$ cat src/rtl/joy_db15_if.sv
// Serial DB15 joystick link: shift clock and load strobe from the poller,
// serial data back from the adapter.
interface joy_db15_if;
  logic joy_clk;
  logic joy_load;
  logic joy_data;

  modport master (output joy_clk, output joy_load, input joy_data);
  modport slave  (input joy_clk, input joy_load, output joy_data);
endinterface

$ cat src/rtl/joy_db15_tx.sv
// Target-side emulator of the serial DB15 joystick adapter: a 74HC165-style
// parallel-load shift chain clocked by the poller's asynchronous JOY_CLK/JOY_LOAD.

// Synchroniser, glitch filter and rising-edge detector for one idle-high pin.
module joy_db15_cond #(
  parameter int FILT = 2
) (
  input  logic clk,
  input  logic rst_n,
  input  logic pin,
  output logic lvl,
  output logic rise
);
  localparam int CW = (FILT < 2) ? 1 : $clog2(FILT + 1);

  logic [1:0] sync_r;
  logic       lvl_d_r;
  logic       filt_s;

  // Two-flop synchroniser, idles high.
  always_ff @(posedge clk) begin
    if (!rst_n) begin
      sync_r <= 2'b11;
    end else begin
      sync_r <= {sync_r[0], pin};
    end
  end

  generate
    if (FILT == 0) begin : g_bypass
      assign filt_s = sync_r[1];
    end else begin : g_filt
      logic          filt_r;
      logic [CW-1:0] cnt_r;

      // Adopt the synced level only after it has disagreed for FILT straight cycles.
      always_ff @(posedge clk) begin
        if (!rst_n) begin
          filt_r <= 1'b1;
          cnt_r  <= '0;
        end else if (sync_r[1] != filt_r) begin
          if (cnt_r == CW'(FILT - 1)) begin
            filt_r <= sync_r[1];
            cnt_r  <= '0;
          end else begin
            cnt_r <= cnt_r + CW'(1);
          end
        end else begin
          cnt_r <= '0;
        end
      end

      assign filt_s = filt_r;
    end
  endgenerate

  // Delayed copy of the filtered level for edge detection.
  always_ff @(posedge clk) begin
    if (!rst_n) begin
      lvl_d_r <= 1'b1;
    end else begin
      lvl_d_r <= filt_s;
    end
  end

  assign lvl  = filt_s;
  assign rise = filt_s & ~lvl_d_r;
endmodule

module joy_db15_tx #(
  parameter int NBITS  = 32,
  parameter int FILT   = 2,
  parameter bit INVERT = 1'b1
) (
  input  logic                 clk,
  input  logic                 rst_n,
  joy_db15_if.slave            link,
  input  logic [NBITS/2-1:0]   p1_btn,
  input  logic [NBITS/2-1:0]   p2_btn,
  output logic [6:0]           bit_cnt,
  output logic                 frame_done,
  output logic                 overrun
);
  logic             clk_lvl_s, clk_rise_s;
  logic             load_lvl_s, load_rise_s;
  logic [NBITS-1:0] sreg_r, sreg_nxt_s;
  logic [6:0]       cnt_r, cnt_nxt_s;
  logic             done_r, done_nxt_s;
  logic             ovr_r, ovr_nxt_s;
  logic             data_r, data_nxt_s;

  joy_db15_cond #(.FILT(FILT)) u_clk_cond (
    .clk(clk), .rst_n(rst_n), .pin(link.joy_clk), .lvl(clk_lvl_s), .rise(clk_rise_s)
  );

  joy_db15_cond #(.FILT(FILT)) u_load_cond (
    .clk(clk), .rst_n(rst_n), .pin(link.joy_load), .lvl(load_lvl_s), .rise(load_rise_s)
  );

  // Load is transparent while low; a clk rise coinciding with load release is dropped.
  always_comb begin
    sreg_nxt_s = sreg_r;
    cnt_nxt_s  = cnt_r;
    done_nxt_s = 1'b0;
    ovr_nxt_s  = 1'b0;
    if (!load_lvl_s) begin
      sreg_nxt_s = {p2_btn, p1_btn};
      cnt_nxt_s  = 7'd0;
    end else if (clk_rise_s && !load_rise_s) begin
      sreg_nxt_s = {1'b0, sreg_r[NBITS-1:1]};
      if (cnt_r == 7'(NBITS)) begin
        ovr_nxt_s = 1'b1;
      end else begin
        cnt_nxt_s  = cnt_r + 7'd1;
        done_nxt_s = (cnt_r == 7'(NBITS - 1));
      end
    end else begin
      sreg_nxt_s = sreg_r;
    end
    data_nxt_s = INVERT ? ~sreg_nxt_s[0] : sreg_nxt_s[0];
  end

  // State and registered outputs; joy_data tracks the next sreg LSB so the
  // pin changes in the same cycle as the shift.
  always_ff @(posedge clk) begin
    if (!rst_n) begin
      sreg_r <= '0;
      cnt_r  <= 7'd0;
      done_r <= 1'b0;
      ovr_r  <= 1'b0;
      data_r <= INVERT;
    end else begin
      sreg_r <= sreg_nxt_s;
      cnt_r  <= cnt_nxt_s;
      done_r <= done_nxt_s;
      ovr_r  <= ovr_nxt_s;
      data_r <= data_nxt_s;
    end
  end

  assign link.joy_data = data_r;
  assign bit_cnt       = cnt_r;
  assign frame_done    = done_r;
  assign overrun       = ovr_r;
endmodule

$ cat src/flat_wrapper.sv
// flat-port wrapper written by rule: the top's interface ports become plain ports
module joy_db15_tx_flat 
#(
  parameter int NBITS  = 32,
  parameter int FILT   = 2,
  parameter bit INVERT = 1'b1
)
  (clk, rst_n, p1_btn, p2_btn, bit_cnt, frame_done, overrun, link_joy_clk, link_joy_load, link_joy_data);
  joy_db15_if link_i ();
  input  logic clk;
  input  logic rst_n;
  input  logic [NBITS/2-1:0] p1_btn;
  input  logic [NBITS/2-1:0] p2_btn;
  output logic [6:0] bit_cnt;
  output logic frame_done;
  output logic overrun;
  input wire logic [$bits(link_i.joy_clk)-1:0] link_joy_clk;
  input wire logic [$bits(link_i.joy_load)-1:0] link_joy_load;
  output wire logic [$bits(link_i.joy_data)-1:0] link_joy_data;
  assign link_i.joy_clk = link_joy_clk;
  assign link_i.joy_load = link_joy_load;
  assign link_joy_data = link_i.joy_data;
  joy_db15_tx #(.NBITS(NBITS), .FILT(FILT), .INVERT(INVERT)) u_core (.clk(clk), .rst_n(rst_n), .link(link_i), .p1_btn(p1_btn), .p2_btn(p2_btn), .bit_cnt(bit_cnt), .frame_done(frame_done), .overrun(overrun));
endmodule
$ cat config.mk
export PLATFORM = sky130hd
export DESIGN_NAME = joy_db15_tx_flat
export DESIGN_NICKNAME = d
export VERILOG_FILES = /design/src/rtl/joy_db15_if.sv /design/src/rtl/joy_db15_tx.sv /design/src/flat_wrapper.sv
export SDC_FILE = /design/constraint.sdc
export NUM_CORES = 1
export LEC_CHECK = 0
export CAP_MARGIN = 20
export CORE_MARGIN = 2
export CORE_UTILIZATION = 29
export CTS_BUF_LIST = sky130_fd_sc_hd__clkbuf_8
export DETAILED_ROUTE_END_ITERATION = 16
export MAX_ROUTING_LAYER = met4
export PLACE_DENSITY_LB_ADDON = 0.12
export SYNTH_ARGS = -nofsm -noshare
export SYNTH_HDL_FRONTEND = slang
export SYNTH_HIERARCHICAL = 1
export SYNTH_SLANG_ARGS = --single-unit
$ cat constraint.sdc
create_clock -name clk -period 2.2 [get_ports clk]
set_input_delay 0.44 -clock clk [delete_from_list [all_inputs] [get_ports clk]]
set_output_delay 0.44 -clock clk [all_outputs]
set_load 0.005 [all_outputs]
==> impl_results.md, run 1 <==
* Outcome: completed
* FF+latch count, synth at 54
* Layout Nets at between 300 and 400
* Avg Cell Area, Syn at 8.51 µm²
* Floorplan core area at ~7300 µm²
* CP required at 1.76 ns
* DRT iter0 DRCs at approximately 110
* Via count at 1,923
* Gr ovfl total at 0
* CP top delay family: buffers and inverters
* P_int at 1310 µW
* Setup violations, final at 0
* First-pass GRT wire length at 8140 µm
* Met2 usage in global routing at 17.8%
* Ys async rst share at 0%
* Clock Skews at 0.00384 ns
* Final GP Congestion at between 0.7 and 0.8
* WP depth at 1
* Drt wl/cell at 12.4 µm
* Number of H-tree levels at 2
* Sw power at 362 µW
* Number of remaining DRC errors at 0
* Post-DP HPWL at roughly 3200 µm
* Maxcap violations at 0
* Worst hold-check path type: reg2reg
* CTS resizes at 0
* Min Tclk post-route at 1.75 ns
* Final hold vios at 0
* Post-synth top flop: dfxtp_1
* Cell Rows at 31
* Final Non-Filler Cells at 402
* Slowest stage delay, CP at 0.55 ns
* Startpoint types: flop
* Crit path DAT at 1.31 ns
* WP buf/inv at 1
* Clk Latency, worst-skew pair at 0.30 ns
* Comb power frac at ~6.5%
* Slew Limit Fails at 0
* GR Util met1 at between 15 and 20%
* Vias in the first global route at 1,775
* Initial Util at 30.4%
* Area of the multi-input gates at 1040 µm²
* Syn nets at 302
* Cell variety after synth at 31
* # hold bufs at CTS at 0
* RSZ-0062 raised after global routing: false
* Busiest grt layer: met2
* CP Cell Sequence: clkdlybuf4s50_1
* Largest net degree at the start of global routing at 67
* Pre-Repair DR Iteration Count at 5
* Hold Path Depth at 1
* Syn Inst Count at approximately 260
* Worst r2r path cells at 5
* Flop pwr share at approximately three fifths
* Clk slew on worst S/H paths at approximately 0.1 ns
* M3 GR Usage at 3.04%
* CTS root buf: clkbuf_8
* Total die area at 8410 µm²
* Post-synth EDFFs at 0
* Hold Slack at 0.418 ns
* Fmax at 572 MHz
* Die Wd at 91.7 µm
* Max-slew headroom at 58.0%
* Pwr Density at 582 nW/µm²
* Synth top area share at 48.5%
* Clk buf depth at 2
* TritonCTS clock tree: done
* Setup Crit Path Kind: reg2out
* Reg-to-reg endpoint: u_core/sreg_r[16]
* Crit Path Max Fanout at 7
* Setup_tns at 0 ns
* Post-synth top area cell: dfxtp_1
* Commonest non-fill, non-tap cell in the layout: nand2_1
* Actual slew at the worst max-slew pin at 0.631 ns
* Area grow syn2layout at 29.0%
* Fill count at 774
* Leak at 0.000911 µW
* CP max stage cell: clkdlybuf4s50_1
* Antenna Nets Post-Route at 0
* Worst r2r src: u_core/u_clk_cond/lvl
* Net Sw Frac at a little over a fifth
* Clk pwr share at around a third
* Critical Path Sink Type: output port
* # clock sinks at 54
* N_diodes at 0
* Commonest non-fill, non-tap cells in the layout: 65 x nand2_1, 53 x dfxtp_1, 45 x clkdlybuf4s50_1
* Setup repair bufs after CTS at 0
* Antenna violations before repair at 0
* Via-to-Cell Ratio at 4.78
* Ranking of synthesized cells by area: dfxtp_1 48%, a311oi_1 12%, nand2_1 11%
* Start point of the worst hold path: u_core/u_load_cond/sync_r[0]
* Reg area at 1080 µm²
* Layout cells sized above 1 at 6.27%
* Ports at between 40 and 50
* TritonCTS Buffers at 5
* Die Y at 91.7 µm
* # port buffers at 45
* Final worst-path cycle share at 79.5%
* YS warnings at 6
* Reg2Reg Setup Slack at 0.55 ns
* Placed cells at between 300 and 400
* Register area share after synthesis at 48.5%
* Total Routed Length at 4980 µm
* Mapped cell area at about 2200 µm²
* Worst Hold Endpoint: u_core/u_load_cond/sync_r[1]
* VDD IR max at 0.254 mV
* Gr usage total at 12.1%
==> worst max path at each step <==
stage / slack, ns / endpoint / from
2_1_floorplan: 0.82 / u_core/sreg_r[1] / u_core/u_load_cond/lvl
3_3_place_gp: 0.56 / u_core/link.joy_data / rst_n
3_5_place_dp: 0.53 / u_core/link.joy_data / rst_n
4_1_cts: 0.44 / bit_cnt[5] / u_core/bit_cnt[5]
5_1_grt: 0.31 / u_core/sreg_r[2] / u_core/u_clk_cond/lvl
6_report: 0.45 / bit_cnt[2] / u_core/bit_cnt[2]
==> cell families after synthesis <==
kind of cell	after synthesis	share of synthesized area [%]
flip-flops	54	48.5
AND/OR/NAND/NOR	128	25.6
adder cells (fa/ha/maj)	4	2.24
AO/OA/AOI/OAI	44	15.7
multiplexers	5	2.24
XOR/XNOR	2	0.786
buffers and inverters	25	4.99
==> state kept, by name (all words and copies together) (netlist names), 2 cells and up <==
| signal | count |
|---|---|
| u_core/sreg_r | 32 |
| u_core/u_load_cond/sync_r | 2 |
| u_core/bit_cnt | 7 |
| u_core/u_load_cond/g_filt.cnt_r | 2 |
| u_core/u_clk_cond/g_filt.cnt_r | 2 |
| u_core/u_clk_cond/sync_r | 2 |
==> per-stage QoR <==
| step | area, µm² | util (%) | power (µW) | worst slack, ns |
|---|---|---|---|---|
| 2_1_floorplan | 2230 | - | 1050 | 0.819 |
| 4_1_cts | 2880 | 39.2 | 1710 | 0.439 |
| 3_5_place_dp | 2780 | 37.9 | 1130 | 0.534 |
| 5_1_grt | 2880 | 39.2 | 1750 | 0.307 |
| 6_report | 2880 | 39.2 | 1670 | 0.451 |
| 3_3_place_gp | 2780 | 37.9 | 1130 | 0.560 |
==> power by group through the flow <==
stage / logic, µW / clock network, µW / registers (µW)
floorplan: 31.2 / 0 / 1010
global placement: 110 / 0 / 1020
detailed placement: 110 / 0 / 1020
CTS: 111 / 602 / 993
global route: 119 / 638 / 994
finish: 109 / 572 / 993
==> layout make-up <==
type | instances | area share (%)
clock buffers | 6 | 2.87
clock inverters | 2 | 0.435
inverters | 7 | 0.914
multi-input cells | 183 | 36.2
flip-flops and latches | 54 | 37.6
well taps | 99 | 4.31
repair buffers | 51 | 17.7
==> per-layer routing <==
layer / up-vias / part of all wire [%] / wire (µm)
met5: - / 0 / 0
met4: 0 / 0.68 / 34
met3: 2 / 4.6 / 231
met2: 35 / 44 / 2170
met1: 896 / 51 / 2550
li1: 990 / - / -
==> synth_stat cells (all sizes together) (2+ instances only) <==
cell	n
nand3	7
nand2b	8
a311oi	30
inv	7
dfxtp	54
a21oi	6
o21ai	3
nor3	2
mux2i	5
buf	10
nor2b	3
nand2	65
xnor2	2
ha	4
nor2	31
nor4b	4
or3	4
clkbuf	8
Note: power is estimated with default switching activity, not from simulation.
==> run 2, diff against run 1 <==
==> constraint.sdc (replaced) <==
create_clock -name clk -period 1.5 [get_ports clk]
set_input_delay 0.3 -clock clk [delete_from_list [all_inputs] [get_ports clk]]
set_output_delay 0.3 -clock clk [all_outputs]
set_load 0.005 [all_outputs]
==> impl_results.md, run 2 (synthesized netlist as in run 1, its figures left out) <==
* Layout Nets at 360 (+5.3%)
* Final Util at 42.6% (+3.4 points)
* Setup Crit Path Kind: reg2reg
* Outcome: completed
* Final hold vios at 0 (unchanged)
* Fmax at 668 MHz
* Crit Path Max Fanout at 6 (-1)
* Layout cells sized above 1 at 16.5% (+10 points)
* Clock Skews at 0.0130 ns (+0.00914 ns)
* Setup ws final at 0.00277 ns (-0.448 ns)
* Actual slew at the worst max-slew pin at 0.297 ns (-0.334 ns)
* Max-slew headroom at 80.2% (+22 points)
* Worst hold-check path type: reg2reg
* Floorplan core area at 7330 µm² (unchanged)
* Clk Latency, worst-skew pair at 0.30 ns (about the same)
* Total Routed Length at 5160 µm (+3.6%)
* Number of remaining DRC errors at 0 (unchanged)
* Total die area at 8410 µm² (unchanged)
* Max FFs per register at 32 (unchanged)
* Ports at 46 (unchanged)
* Commonest non-fill, non-tap cell in the layout: nand2_1
* Placed Instance Area at 2870 µm² (+3.3%)
* Final GP Congestion at 0.744 (-0.52%)
* Vias in the first global route at 1,860 (+4.8%)
* CP required at 1.75 ns (about the same)
* Cell Rows at 31 (unchanged)
* Via count at 1,958 (+1.8%)
* Die Wd at 91.7 µm (unchanged)
* CP Cell Sequence: nor2b_4 -> buf_6 -> nand3b_1 -> buf_4 -> a311o_2 -> a21oi_2
* # clock sinks at 54 (unchanged)
* VDD IR max at 0.505 mV (+99%)
* CP max stage cell: dfxtp_2
* Slew Limit Fails at 0 (unchanged)
* Design area at 3120 µm² (+8.6%)
* Via-to-Cell Ratio at 4.66 (-2.5%)
* Crit path DAT at 1.74 ns (+0.43 ns)
* Pre-Repair DR Iteration Count at 4 (-1)
* Antenna violations before repair at 0 (unchanged)
* Pwr Density at 807 nW/µm² (+39%)
* Drt wl/cell at 12.3 µm (-0.87%)
* Antenna Nets Post-Route at 0 (unchanged)
* Maxcap violations at 0 (unchanged)
* # port buffers at 45 (unchanged)
* First-pass GRT wire length at 8630 µm (+6.0%)
* Setup violations, final at 0 (unchanged)
* Gr usage total at 12.7% (+0.56 points)
* Slowest stage delay, CP at 0.33 ns (-0.22 ns)
* Die Y at 91.7 µm (unchanged)
* # hold bufs at CTS at 0 (unchanged)
* Clk buf depth at 2 (unchanged)
* Leak at 0.00112 µW (+23%)
* Setup Slack @ Placement at -0.0144 ns (-0.548 ns)
* Startpoint types: flop
* TritonCTS Buffers at 5 (unchanged)
* TritonCTS clock tree: done
* Critical Path Sink Type: flop
* CTS root buf: clkbuf_8
* Area grow syn2layout at 40.0%
* DRT iter0 DRCs at 127 (+19%)
* Gr ovfl total at 0 (unchanged)
* Number of H-tree levels at 2 (unchanged)
* Largest net degree at the start of global routing at 48 (-28%)
* Clk slew on worst S/H paths at 0.10 ns (about the same)
* Commonest non-fill, non-tap cells in the layout: 65 x nand2_1, 45 x dfxtp_1, 39 x clkdlybuf4s50_1
* Top reg by flops: u_core/sreg_r
* Initial Util at 30.4% (unchanged)
* Post-DP HPWL at 3330 µm (+4.1%)
* Fill count at 751 (-3.0%)
* RSZ-0062 raised after global routing: true
* N_diodes at 0 (unchanged)
* Final worst-path cycle share at 99.8%
* Min Tclk post-route at 1.50 ns
==> run 2: worst paths after layout <==
path	start	endpoint	slack (ns)	depth (start not counted)
worst max-delay path	u_core/u_load_cond/lvl	u_core/bit_cnt[2]	0.003	6
worst min-delay path	u_core/u_load_cond/sync_r[0]	u_core/u_load_cond/sync_r[1]	0.42	1
worst max register to register	u_core/u_load_cond/lvl	u_core/bit_cnt[2]	0.003	6
worst min register to register	u_core/u_load_cond/sync_r[0]	u_core/u_load_cond/sync_r[1]	0.42	1
==> run 2: per-stage QoR <==
stage | instances | power, µW | hold WS, ns | TNS, ns
detailed placement | 403 | 1660 | 0.398 | -0.0144
global route | 420 | 2640 | 0.427 | -0.170
global placement | 403 | 1660 | 0.389 | 0
finish | 420 | 2520 | 0.416 | 0
CTS | 415 | 2560 | 0.423 | 0
floorplan | 262 | 1530 | 0.362 | 0
==> run 2: layer usage <==
metal / share of wire, % / wire length [µm] / track usage [%] / vias to the layer above
met4: 0.62 / 32 / 3.41 / 0
met3: 4.5 / 231 / 2.96 / 2
li1: - / - / - / 1030
met5: 0 / 0 / - / -
met1: 51 / 2650 / 17.3 / 888
met2: 43 / 2240 / 18.8 / 38
==> run 2: repair_timing <==
action | 4_1_cts | 5_1_grt
buffers inserted | 4 | 5
pin swaps | 1 | 2
resized for setup | 15 | 15
cloned | 0 | 0
endpoints found under the setup margin | 10 | 45
==> run 2: worst max-delay path, delay by kind of cell (launching register included) <==
kind	cells	cell delay [ns]
AOI/OAI and AO/OA	2	0.43
and+or+nand+nor	2	0.37
DFF	1	0.33
buffers and inverters	2	0.30
==> run 2: cell type report <==
class	count	area [µm²]	share of cell area (%)
inverters	7	26.3	0.842
multi-input cells	183	1080	34.6
well taps	99	124	3.97
clock inverters	1	8.76	0.281
clock buffers	7	96.3	3.09
repair buffers	69	683	21.9
flip-flops and latches	54	1100	35.3
==> run 2: report_power, final <==
part | switching [µW] | internal [µW] | leakage [µW]
Sequential | 7.02 | 1440 | 0.000440
Clock | 476 | 424 | 0.0000544
Combinational | 59.7 | 112 | 0.000629
